<file path="src/rtl/point_dispatcher_if.sv">
// Point/control bus around the point dispatcher: pass control from the host,
// the read port of the point RAM, and the point/control lines into the root
// of the PE tree. The master side is the dispatcher itself.
interface point_dispatcher_if #(
    parameter int dim        = 3,
    parameter int data_range = 255,
    parameter int max_n      = 1000,
    parameter int max_depth  = 16
);
    localparam int dim_size     = $clog2(data_range);
    localparam int counter_size = $clog2(max_n);
    localparam int depth_size   = $clog2(max_depth);
    localparam int center_size  = dim * dim_size;

    logic                    start;
    logic [counter_size-1:0] n_points;
    logic [depth_size-1:0]   tree_depth;
    logic                    mem_rd_en;
    logic [counter_size-1:0] mem_addr;
    logic                    mem_rd_valid;
    logic [center_size-1:0]  mem_rd_data;
    logic                    en;
    logic [center_size-1:0]  point_out;
    logic                    receive_point;
    logic                    sorting;
    logic                    go_left;
    logic                    next_level;
    logic                    inc;
    logic [depth_size-1:0]   level;
    logic [max_depth-1:0]    path;
    logic [counter_size-1:0] points_sent;
    logic                    busy;
    logic                    done;

    modport master (
        input  start, n_points, tree_depth, mem_rd_valid, mem_rd_data, go_left,
        output mem_rd_en, mem_addr, en, point_out, receive_point, sorting,
               next_level, inc, level, path, points_sent, busy, done
    );

    modport slave (
        output start, n_points, tree_depth, mem_rd_valid, mem_rd_data, go_left,
        input  mem_rd_en, mem_addr, en, point_out, receive_point, sorting,
               next_level, inc, level, path, points_sent, busy, done
    );
endinterface

</file>
<file path="src/rtl/point_dispatcher.sv">
// Streams points from the point RAM into the kd-tree of cluster PEs: fetch a
// point, broadcast it, walk it down one level per SORT/STEP pair using the
// PEs' go_left answers, then strobe inc at the leaf.
module point_dispatcher #(
    parameter int dim        = 3,
    parameter int data_range = 255,
    parameter int max_n      = 1000,
    parameter int max_depth  = 16
) (
    input  logic               clk,
    input  logic               rst_n,
    point_dispatcher_if.master io_bus
);
    localparam int dim_size     = $clog2(data_range);
    localparam int counter_size = $clog2(max_n);
    localparam int depth_size   = $clog2(max_depth);
    localparam int center_size  = dim * dim_size;
    localparam logic [depth_size:0] maxLevelWide = (depth_size + 1)'(max_depth - 1);

    typedef enum logic [2:0] {
        S_IDLE, S_FETCH, S_WAIT, S_BCAST, S_SORT, S_STEP, S_INC, S_DONE
    } state_t;

    state_t                  r_state;
    state_t                  w_nextState;
    logic [counter_size-1:0] r_nPoints;
    logic [counter_size-1:0] r_index;
    logic [counter_size-1:0] r_pointsSent;
    logic [depth_size-1:0]   r_depth;
    logic [depth_size-1:0]   r_level;
    logic [center_size-1:0]  r_captured;
    logic [center_size-1:0]  r_pointOut;
    logic [max_depth-1:0]    r_path;

    logic [depth_size-1:0]   w_depthClamped;
    logic [counter_size:0]   w_indexInc;
    logic [depth_size:0]     w_levelInc;
    logic                    w_lastPoint;
    logic                    w_lastLevel;
    logic                    w_memRdEn;
    logic                    w_en;
    logic                    w_receivePoint;
    logic                    w_sorting;
    logic                    w_nextLevel;
    logic                    w_inc;
    logic                    w_busy;
    logic                    w_done;

    // Depths deeper than the tree can hold are clamped to the deepest level.
    assign w_depthClamped = ({1'b0, io_bus.tree_depth} > maxLevelWide)
                          ? maxLevelWide[depth_size-1:0] : io_bus.tree_depth;

    // Widened increments so the end-of-pass / end-of-walk compares cannot wrap.
    assign w_indexInc  = {1'b0, r_index} + (counter_size + 1)'(1);
    assign w_levelInc  = {1'b0, r_level} + (depth_size + 1)'(1);
    assign w_lastPoint = (w_indexInc == {1'b0, r_nPoints});
    assign w_lastLevel = (w_levelInc == {1'b0, r_depth});

    // State register; reset drops any pass in flight, including a pending read.
    always_ff @(posedge clk or negedge rst_n) begin
        if (!rst_n) begin
            r_state <= S_IDLE;
        end else begin
            r_state <= w_nextState;
        end
    end

    // Next-state logic and Moore strobes decoded from the registered state.
    always_comb begin
        w_nextState    = r_state;
        w_memRdEn      = 1'b0;
        w_receivePoint = 1'b0;
        w_sorting      = 1'b0;
        w_nextLevel    = 1'b0;
        w_inc          = 1'b0;
        w_done         = 1'b0;
        case (r_state)
            S_IDLE: begin
                if (io_bus.start) begin
                    w_nextState = (io_bus.n_points == '0) ? S_DONE : S_FETCH;
                end
            end
            S_FETCH: begin
                w_memRdEn   = 1'b1;
                w_nextState = S_WAIT;
            end
            S_WAIT: begin
                if (io_bus.mem_rd_valid) begin
                    w_nextState = S_BCAST;
                end
            end
            S_BCAST: begin
                w_receivePoint = 1'b1;
                w_nextState    = (r_depth == '0) ? S_INC : S_SORT;
            end
            S_SORT: begin
                w_sorting   = 1'b1;
                w_nextState = S_STEP;
            end
            S_STEP: begin
                w_nextLevel = 1'b1;
                w_nextState = w_lastLevel ? S_INC : S_SORT;
            end
            S_INC: begin
                w_inc       = 1'b1;
                w_nextState = w_lastPoint ? S_DONE : S_FETCH;
            end
            S_DONE: begin
                w_done      = 1'b1;
                w_nextState = S_IDLE;
            end
            default: begin
                w_nextState = S_IDLE;
            end
        endcase
        w_en   = (r_state != S_IDLE) && (r_state != S_DONE);
        w_busy = (r_state != S_IDLE);
    end

    // Datapath registers, each updated only in the state that owns it. On the
    // final STEP the level is left at the deepest level actually sorted, so it
    // never points past the leaf.
    always_ff @(posedge clk or negedge rst_n) begin
        if (!rst_n) begin
            r_nPoints    <= '0;
            r_index      <= '0;
            r_pointsSent <= '0;
            r_depth      <= '0;
            r_level      <= '0;
            r_captured   <= '0;
            r_pointOut   <= '0;
            r_path       <= '0;
        end else begin
            case (r_state)
                S_IDLE: begin
                    if (io_bus.start) begin
                        r_nPoints    <= io_bus.n_points;
                        r_depth      <= w_depthClamped;
                        r_index      <= '0;
                        r_pointsSent <= '0;
                    end
                end
                S_WAIT: begin
                    if (io_bus.mem_rd_valid) begin
                        r_captured <= io_bus.mem_rd_data;
                    end
                end
                S_BCAST: begin
                    r_pointOut <= r_captured;
                    r_level    <= '0;
                    r_path     <= '0;
                end
                S_SORT: begin
                    r_path[r_level] <= io_bus.go_left;
                end
                S_STEP: begin
                    if (!w_lastLevel) begin
                        r_level <= w_levelInc[depth_size-1:0];
                    end
                end
                S_INC: begin
                    r_index      <= w_indexInc[counter_size-1:0];
                    r_pointsSent <= r_pointsSent + counter_size'(1);
                end
                default: begin
                end
            endcase
        end
    end

    assign io_bus.mem_rd_en     = w_memRdEn;
    assign io_bus.mem_addr      = r_index;
    assign io_bus.en            = w_en;
    assign io_bus.point_out     = r_pointOut;
    assign io_bus.receive_point = w_receivePoint;
    assign io_bus.sorting       = w_sorting;
    assign io_bus.next_level    = w_nextLevel;
    assign io_bus.inc           = w_inc;
    assign io_bus.level         = r_level;
    assign io_bus.path          = r_path;
    assign io_bus.points_sent   = r_pointsSent;
    assign io_bus.busy          = w_busy;
    assign io_bus.done          = w_done;
endmodule

</file>
<file path="src/flat_wrapper.sv">
// flat-port wrapper written by rule: the top's interface ports become plain ports
module point_dispatcher_flat 
#(
    parameter int dim        = 3,
    parameter int data_range = 255,
    parameter int max_n      = 1000,
    parameter int max_depth  = 16
)
  (clk, rst_n, io_bus_start, io_bus_n_points, io_bus_tree_depth, io_bus_mem_rd_valid, io_bus_mem_rd_data, io_bus_go_left, io_bus_mem_rd_en, io_bus_mem_addr, io_bus_en, io_bus_point_out, io_bus_receive_point, io_bus_sorting, io_bus_next_level, io_bus_inc, io_bus_level, io_bus_path, io_bus_points_sent, io_bus_busy, io_bus_done);
  point_dispatcher_if #(.dim(dim), .data_range(data_range), .max_n(max_n), .max_depth(max_depth)) io_bus_i ();
  input  logic clk;
  input  logic rst_n;
  input wire logic [$bits(io_bus_i.start)-1:0] io_bus_start;
  input wire logic [$bits(io_bus_i.n_points)-1:0] io_bus_n_points;
  input wire logic [$bits(io_bus_i.tree_depth)-1:0] io_bus_tree_depth;
  input wire logic [$bits(io_bus_i.mem_rd_valid)-1:0] io_bus_mem_rd_valid;
  input wire logic [$bits(io_bus_i.mem_rd_data)-1:0] io_bus_mem_rd_data;
  input wire logic [$bits(io_bus_i.go_left)-1:0] io_bus_go_left;
  output wire logic [$bits(io_bus_i.mem_rd_en)-1:0] io_bus_mem_rd_en;
  output wire logic [$bits(io_bus_i.mem_addr)-1:0] io_bus_mem_addr;
  output wire logic [$bits(io_bus_i.en)-1:0] io_bus_en;
  output wire logic [$bits(io_bus_i.point_out)-1:0] io_bus_point_out;
  output wire logic [$bits(io_bus_i.receive_point)-1:0] io_bus_receive_point;
  output wire logic [$bits(io_bus_i.sorting)-1:0] io_bus_sorting;
  output wire logic [$bits(io_bus_i.next_level)-1:0] io_bus_next_level;
  output wire logic [$bits(io_bus_i.inc)-1:0] io_bus_inc;
  output wire logic [$bits(io_bus_i.level)-1:0] io_bus_level;
  output wire logic [$bits(io_bus_i.path)-1:0] io_bus_path;
  output wire logic [$bits(io_bus_i.points_sent)-1:0] io_bus_points_sent;
  output wire logic [$bits(io_bus_i.busy)-1:0] io_bus_busy;
  output wire logic [$bits(io_bus_i.done)-1:0] io_bus_done;
  assign io_bus_i.start = io_bus_start;
  assign io_bus_i.n_points = io_bus_n_points;
  assign io_bus_i.tree_depth = io_bus_tree_depth;
  assign io_bus_i.mem_rd_valid = io_bus_mem_rd_valid;
  assign io_bus_i.mem_rd_data = io_bus_mem_rd_data;
  assign io_bus_i.go_left = io_bus_go_left;
  assign io_bus_mem_rd_en = io_bus_i.mem_rd_en;
  assign io_bus_mem_addr = io_bus_i.mem_addr;
  assign io_bus_en = io_bus_i.en;
  assign io_bus_point_out = io_bus_i.point_out;
  assign io_bus_receive_point = io_bus_i.receive_point;
  assign io_bus_sorting = io_bus_i.sorting;
  assign io_bus_next_level = io_bus_i.next_level;
  assign io_bus_inc = io_bus_i.inc;
  assign io_bus_level = io_bus_i.level;
  assign io_bus_path = io_bus_i.path;
  assign io_bus_points_sent = io_bus_i.points_sent;
  assign io_bus_busy = io_bus_i.busy;
  assign io_bus_done = io_bus_i.done;
  point_dispatcher #(.dim(dim), .data_range(data_range), .max_n(max_n), .max_depth(max_depth)) u_core (.clk(clk), .rst_n(rst_n), .io_bus(io_bus_i));
endmodule
</file>
<file path="config.mk">
export PLATFORM = sky130hd
export DESIGN_NAME = point_dispatcher_flat
export DESIGN_NICKNAME = d
export VERILOG_FILES = /design/src/rtl/point_dispatcher_if.sv /design/src/rtl/point_dispatcher.sv /design/src/flat_wrapper.sv
export SDC_FILE = /design/constraint.sdc
export NUM_CORES = 1
export LEC_CHECK = 0
export BUFFER_PORTS_ARGS = -buffer_cell sky130_fd_sc_hd__buf_2
export CAP_MARGIN = 20
export CORE_UTILIZATION = 45
export CTS_CLUSTER_SIZE = 14
export DETAILED_ROUTE_END_ITERATION = 7
export PLACE_DENSITY = 0.73
export RECOVER_POWER = 25
export SYNTH_ARGS = -nofsm -noshare
export SYNTH_HDL_FRONTEND = slang
export SYNTH_SLANG_ARGS = --single-unit
</file>
<file path="constraint.sdc">
create_clock -name clk -period 2.31 [get_ports clk]
set_input_delay 0.1155 -clock clk [delete_from_list [all_inputs] [get_ports clk]]
set_output_delay 0.1155 -clock clk [all_outputs]
set_load 0.005 [all_outputs]
</file>
## Word level (Yosys, flattened, before mapping)

Cells that the tools add are included.

| cells by class | value |
|---|---|
| mux-type cells | 22 |
| order comparisons | 2 |
| reductions and logical operators | 14 |
| add/sub/neg operators | 3 |
| eq/ne operators | 13 |

Operator list:

| operator | number |
|---|---|
| case mux 10 bit (2 select lines) | 2 |
| case mux 16 bit (2 select lines) | 1 |
| case mux 3 bit (8 select lines) | 1 |
| bitwise mux 16 bit | 1 |
| == test 3 bit (second input constant) | 4 |
| two-way mux 3 bit | 4 |
| adder 10 x 1 -> 11 bit (second input constant) | 1 |
| == test 11 x 10 -> 1 bit | 1 |
| adder 10 x 1 -> 10 bit (second input constant) | 1 |
| zero test 10 bit | 1 |
| two-way mux 10 bit | 1 |
| AND reduction 2 bit | 5 |
| case mux 4 bit (2 select lines) | 1 |
| two-way mux 1 bit | 7 |
| == test 3 x 2 -> 1 bit (second input constant) | 2 |
| inequality test 2 bit (second input constant) | 3 |
| nonzero test 2 bit | 3 |
| adder 4 x 1 -> 5 bit (second input constant) | 1 |
| == test 5 x 4 -> 1 bit | 1 |
| less-than comparator 4 x 5 -> 1 bit (second input constant) | 1 |
| demux 1 bit (select 4 bit) | 1 |
| >= comparator 4 x 1 -> 1 bit (second input constant) | 1 |
| zero test 4 bit | 1 |
| two-way mux 2 bit | 2 |
| other kinds (6) | 7 |

| word-level totals | value |
|---|---|
| word-level logic and storage cells | 63 |
| output and inout port bits | 72 |
| input bits | 43 |
| bits in registers | 105 |

## Depth between registers and ports, before layout

| logic depth | value |
|---|---|
| depth in word-level cells | 6 |
| mapped depth | 7 |
| gate-level depth less buffers | 7 |

## Least setup slack after synthesis

No wires, ideal clock.

| path | value |
|---|---|
| path kind | flip-flop to flip-flop |
| start point | register u_core.r_level[0], in the netlist u_core.io_bus.level[0] |
| end point | register u_core.r_level[1], in the netlist u_core.io_bus.level[1] |
| required time | 2.183 ns |
| stages on the path, launching flop included | 7 |
| setup time | 0.127 ns |
| arrival time | 2.001 ns |
| buffers on the path | 0 |
| slack | 0.181 ns |
| clock period less this slack | 2.129 ns |
| cell sequence | dfrtp_1 -> ha_1 -> nor2b_1 -> or3_4 -> a211oi_4 -> nand2b_2 -> mux2_1 |

| between the ends | value |
|---|---|
| cells in the longest elaborated chain, start to end | 4 |
| elaborated cells on any way between the ends | 6 |
| those cells by class | add/sub (1); eq/ne (2); mux (2); reduce/logical (1) |

Ends and longest elaborated chain:

| what | line | RTL |
|---|---|---|
| start, declared | point_dispatcher.sv:30 | `logic [depth_size-1:0] r_level;` |
| start signal, assigned | point_dispatcher.sv:158 | `r_level <= w_levelInc[depth_size-1:0];` |
| adder 4 x 1 -> 5 bit (*) | point_dispatcher.sv:55 | `assign w_levelInc = {1'b0, r_level} + (depth_size + 1)'(1);` |
| == test 5 x 4 -> 1 bit | point_dispatcher.sv:57 | `assign w_lastLevel = (w_levelInc == {1'b0, r_depth});` |
| inequality test 2 bit (no line) | n/a |  |
| AND reduction 2 bit (no line) | n/a |  |

Every way passes the cells marked *; elsewhere a longest branch is shown, timed or not. The select of a mux whose other input is x is not followed.
A chain may end at the register's enable or synchronous reset.

## Final worst setup path

| path | value |
|---|---|
| start point | register u_core.r_level[1], in the netlist u_core.io_bus.level[1] |
| end point | register u_core.r_level[3], in the netlist u_core.io_bus.level[3] |

Same word-level chain as after synthesis.

==> impl_metrics.yaml <==
outcome:
  outcome: "finished, final reports clean"
worst_setup_path:
  critPathCaptureType: "flip-flop"
  r2r-start: "u_core.io_bus.level[1]"
  crit_start: "u_core.io_bus.level[1]"
  reg2reg_to: "u_core.io_bus.level[3]"
  worst_path_largest_cell_delay_ns: 0.43
  crit_required_ns: 2.56
  slowest_stage: "dfrtp_1"
  cp-endpoint: "u_core.io_bus.level[3]"
  crit_arrival_ns: 2.38
  path_class: "reg -> reg"
  crit_path_cell_trace: "ha_1 > nor2b_1 > or3_4 > a211oi_4 > buf_4 > nor3_1 > a311o_1"
  r2r_cells: 7
  cp-start-kind: "flip-flop"
  reg2reg_slack_ns: 0.18
  critPathMaxFanout: 7
global_route:
  grt_pass1_vias: 4188
  overflow: 0
  grtUsageTotal_pct: 22.7
  grt_max_degree: 53
  antenna_found_initial: 0
  grt_pass1_wl_um: 20200
placement:
  place_ws_ns: 0.205
  place_hpwl_um: 8350
  gp_congestion: 0.821
  port_buffers: 114
  place_inst: 735
clocking:
  clk_pin_slew_ns: 0.09
  cts_setup_buffers: 0
  cts_buffers: 9
  hold_buffers: 39
  htreeDepth: 3
  cts.sinks: 105
  clock_latency_ns: 0.37
  cts_tree: "done"
  cts_resized: 0
  clockBufferDepth: 2
  cts-root-buf: "clkbuf_8"
min_path:
  hp-class: "in -> reg"
  min-delay-start: "io_bus_mem_rd_valid"
final_layout:
  syn2layout_area_growth_pct: 26.8
  num_antenna_cells: 0
  multi_input_area_sq_mm: 0.00220
  nNetsFinal: 695
  n_fill_cell: 915
  drive_gt1_share_pct: 26.2
  register_area_sq_mm: 0.00263
  instances_no_fill: 789
die:
  ios: 115
  row_count: 38
  die_area_sq_mm: 0.0115
  core_sq_mm: 0.0108
  dieWidth_um: 107
  die_y_um: 107
  initial_core_util_pct: 46.1
sta:
  fin_crit_sh_pct: 92.2
  relSlewSlack_pct: 36.7
  clock_skew_ns: 0.0126
  timing.final.crit_period_ns: 2.13
  hold_viol_final: 0
  clock.fmax_mhz: 470
  tns_ns: 0
  grt_setup_unrepaired: "no"
  worst_pin_slew_ns: 0.950
  final_max_slew_viol_count: 0
  setup_viol_count_final: 0
  worst_slack_ns: 0.181
power_and_ir_drop:
  powerDensity_mw_per_mm2: 1020
  total_power_uw: 6440
  ir_worst_vdd_mv: 0.513
  p_leak_uw: 0.00314
logic_synthesis:
  avgSynthCellArea_sq_um: 10.0
  yosysWarnings: 0
  syn-cell-area_sq_mm: 0.00498
  synthFlopType: "dfrtp_1"
  synthCells: 497
  ys_ff_latch: 105
  synth_nets: 546
  synth_edf_count: 0
  yosysUniqueCellTypes: 50
  seq_area_frac_synth_pct: 52.8
  synthArstFlopShare_pct: 100
job:
  cap_violations: 0
drt:
  vias_per_cell: 5.40
  ant_nets: 0
  dr.first_iter.drc_count: 184
  vias: 4259
  drcViolationCount: 0
  wl_um: 12100
  dr.pass1.iters: 4
  wl_per_cell_um: 15.4
[metrics by stage]
step / hold slack, ns / util, % / area (sq um)
after floorplan: -0.180 / - / 4980
after global placement: 0.00736 / 53.0 / 5730
after detailed placement: 0.00250 / 53.0 / 5730
after CTS: 0.0251 / 58.6 / 6320
after global routing: 0.0483 / 58.5 / 6310
final: 0.0488 / 58.5 / 6310
[flip-flops by register name, indices dropped and copies added, names as in the netlist]
| register | cells |
|---|---|
| u_core.r_depth | 4 |
| u_core.r_captured | 24 |
| u_core.io_bus.mem_addr | 10 |
| u_core.io_bus.point_out | 24 |
| u_core.io_bus.points_sent | 10 |
| u_core.io_bus.level | 4 |
| u_core.io_bus.path | 16 |
| u_core.r_nPoints | 10 |
| u_core.r_state | 3 |
[cells in the mapped netlist (5+ instances only)]
library cell | n | area (sq um)
nor2b_1 | 7 | 43.8
xnor2_1 | 11 | 96.3
nor3_1 | 6 | 30.0
nand4_1 | 8 | 50.1
a21oi_1 | 5 | 25.0
xor2_1 | 5 | 43.8
a31oi_1 | 5 | 31.3
o21ai_0 | 18 | 90.1
mux2_2 | 20 | 225
clkbuf_1 | 16 | 60.1
o211ai_1 | 14 | 105
ha_1 | 6 | 75.1
nor2_1 | 18 | 67.6
nand2_1 | 119 | 447
inv_1 | 7 | 26.3
nand3_1 | 23 | 115
buf_2 | 10 | 50.1
dfrtp_1 | 105 | 2630
o21ai_1 | 8 | 40.0
and3_1 | 7 | 43.8
mux2_1 | 19 | 214
nor4_1 | 7 | 43.8
[worst max-delay path: cells and delay by family, from the launching register on]
kind	cells	cell delay (ns)
simple gates	3	0.56
compound gates	2	0.58
buf+inv	1	0.17
fa+ha+maj	1	0.29
flops	1	0.43
[logic make-up after synthesis]
family,share of synthesized area [%]
compound gates,9.55
simple gates,20.6
flops,52.8
mux,9.43
buf+inv,3.34
fa+ha+maj,1.51
xor+xnor,2.82
[routing by layer]
layer / up-vias / global-route usage, % / part of all wire [%]
li1: 2021 / - / -
met1: 2083 / 28.7 / 44
met2: 130 / 37.1 / 48
met3: 25 / 4.32 / 5.2
met4: 0 / 11.3 / 2.9
met5: - / 0 / 0
[layout make-up]
class                      instances  share of cell area, %
clock inverter                     5                   1.31
multi-input combinational        353                   34.8
inverter                           9                  0.535
sequential                       105                   41.6
timing repair buffer             168                   17.0
tap                              140                   2.78
clock buffer                       9                   1.96
[where the power goes]
| part | switching [uW] | leakage [uW] | internal [uW] |
|---|---|---|---|
| registers | 450 | 0.00134 | 2460 |
| logic | 1210 | 0.00170 | 1100 |
| clock network | 623 | 0.0000934 | 598 |
| total | 2280 | 0.00314 | 4150 |
[how the worst min path moves through the flow]
stage	end	slack, ns	cells after the start
2_1_floorplan	u_core.io_bus.level[0]	-0.18	0
3_3_place_gp	u_core.r_nPoints[6]	0.007	1
3_5_place_dp	u_core.r_nPoints[6]	0.003	1
4_1_cts	u_core.r_state[0]	0.03	3
5_1_grt	u_core.r_state[0]	0.05	3
6_report	u_core.r_state[0]	0.05	3
[layout by cell type, fill, tap and decap left out, types with 6 or more instances in the layout]
| cell type | instances |
|---|---|
| nand2_1 | 119 |
| buf_2 | 113 |
| dfrtp_1 | 105 |
| dlygate4sd3_1 | 39 |
| nand3_1 | 23 |
| mux2_2 | 20 |
| mux2_1 | 19 |
| nor2_1 | 18 |
| o21ai_0 | 18 |
| o211ai_1 | 14 |
| buf_4 | 13 |
| xnor2_1 | 11 |
| clkbuf_8 | 9 |
| nand4_1 | 8 |
| o21ai_1 | 8 |
| nor2b_1 | 7 |
| inv_1 | 7 |
| and3_1 | 7 |
| nor4_1 | 7 |
| nor3_1 | 6 |
| ha_1 | 6 |
No activity file was read; power rests on OpenSTA's default activity.
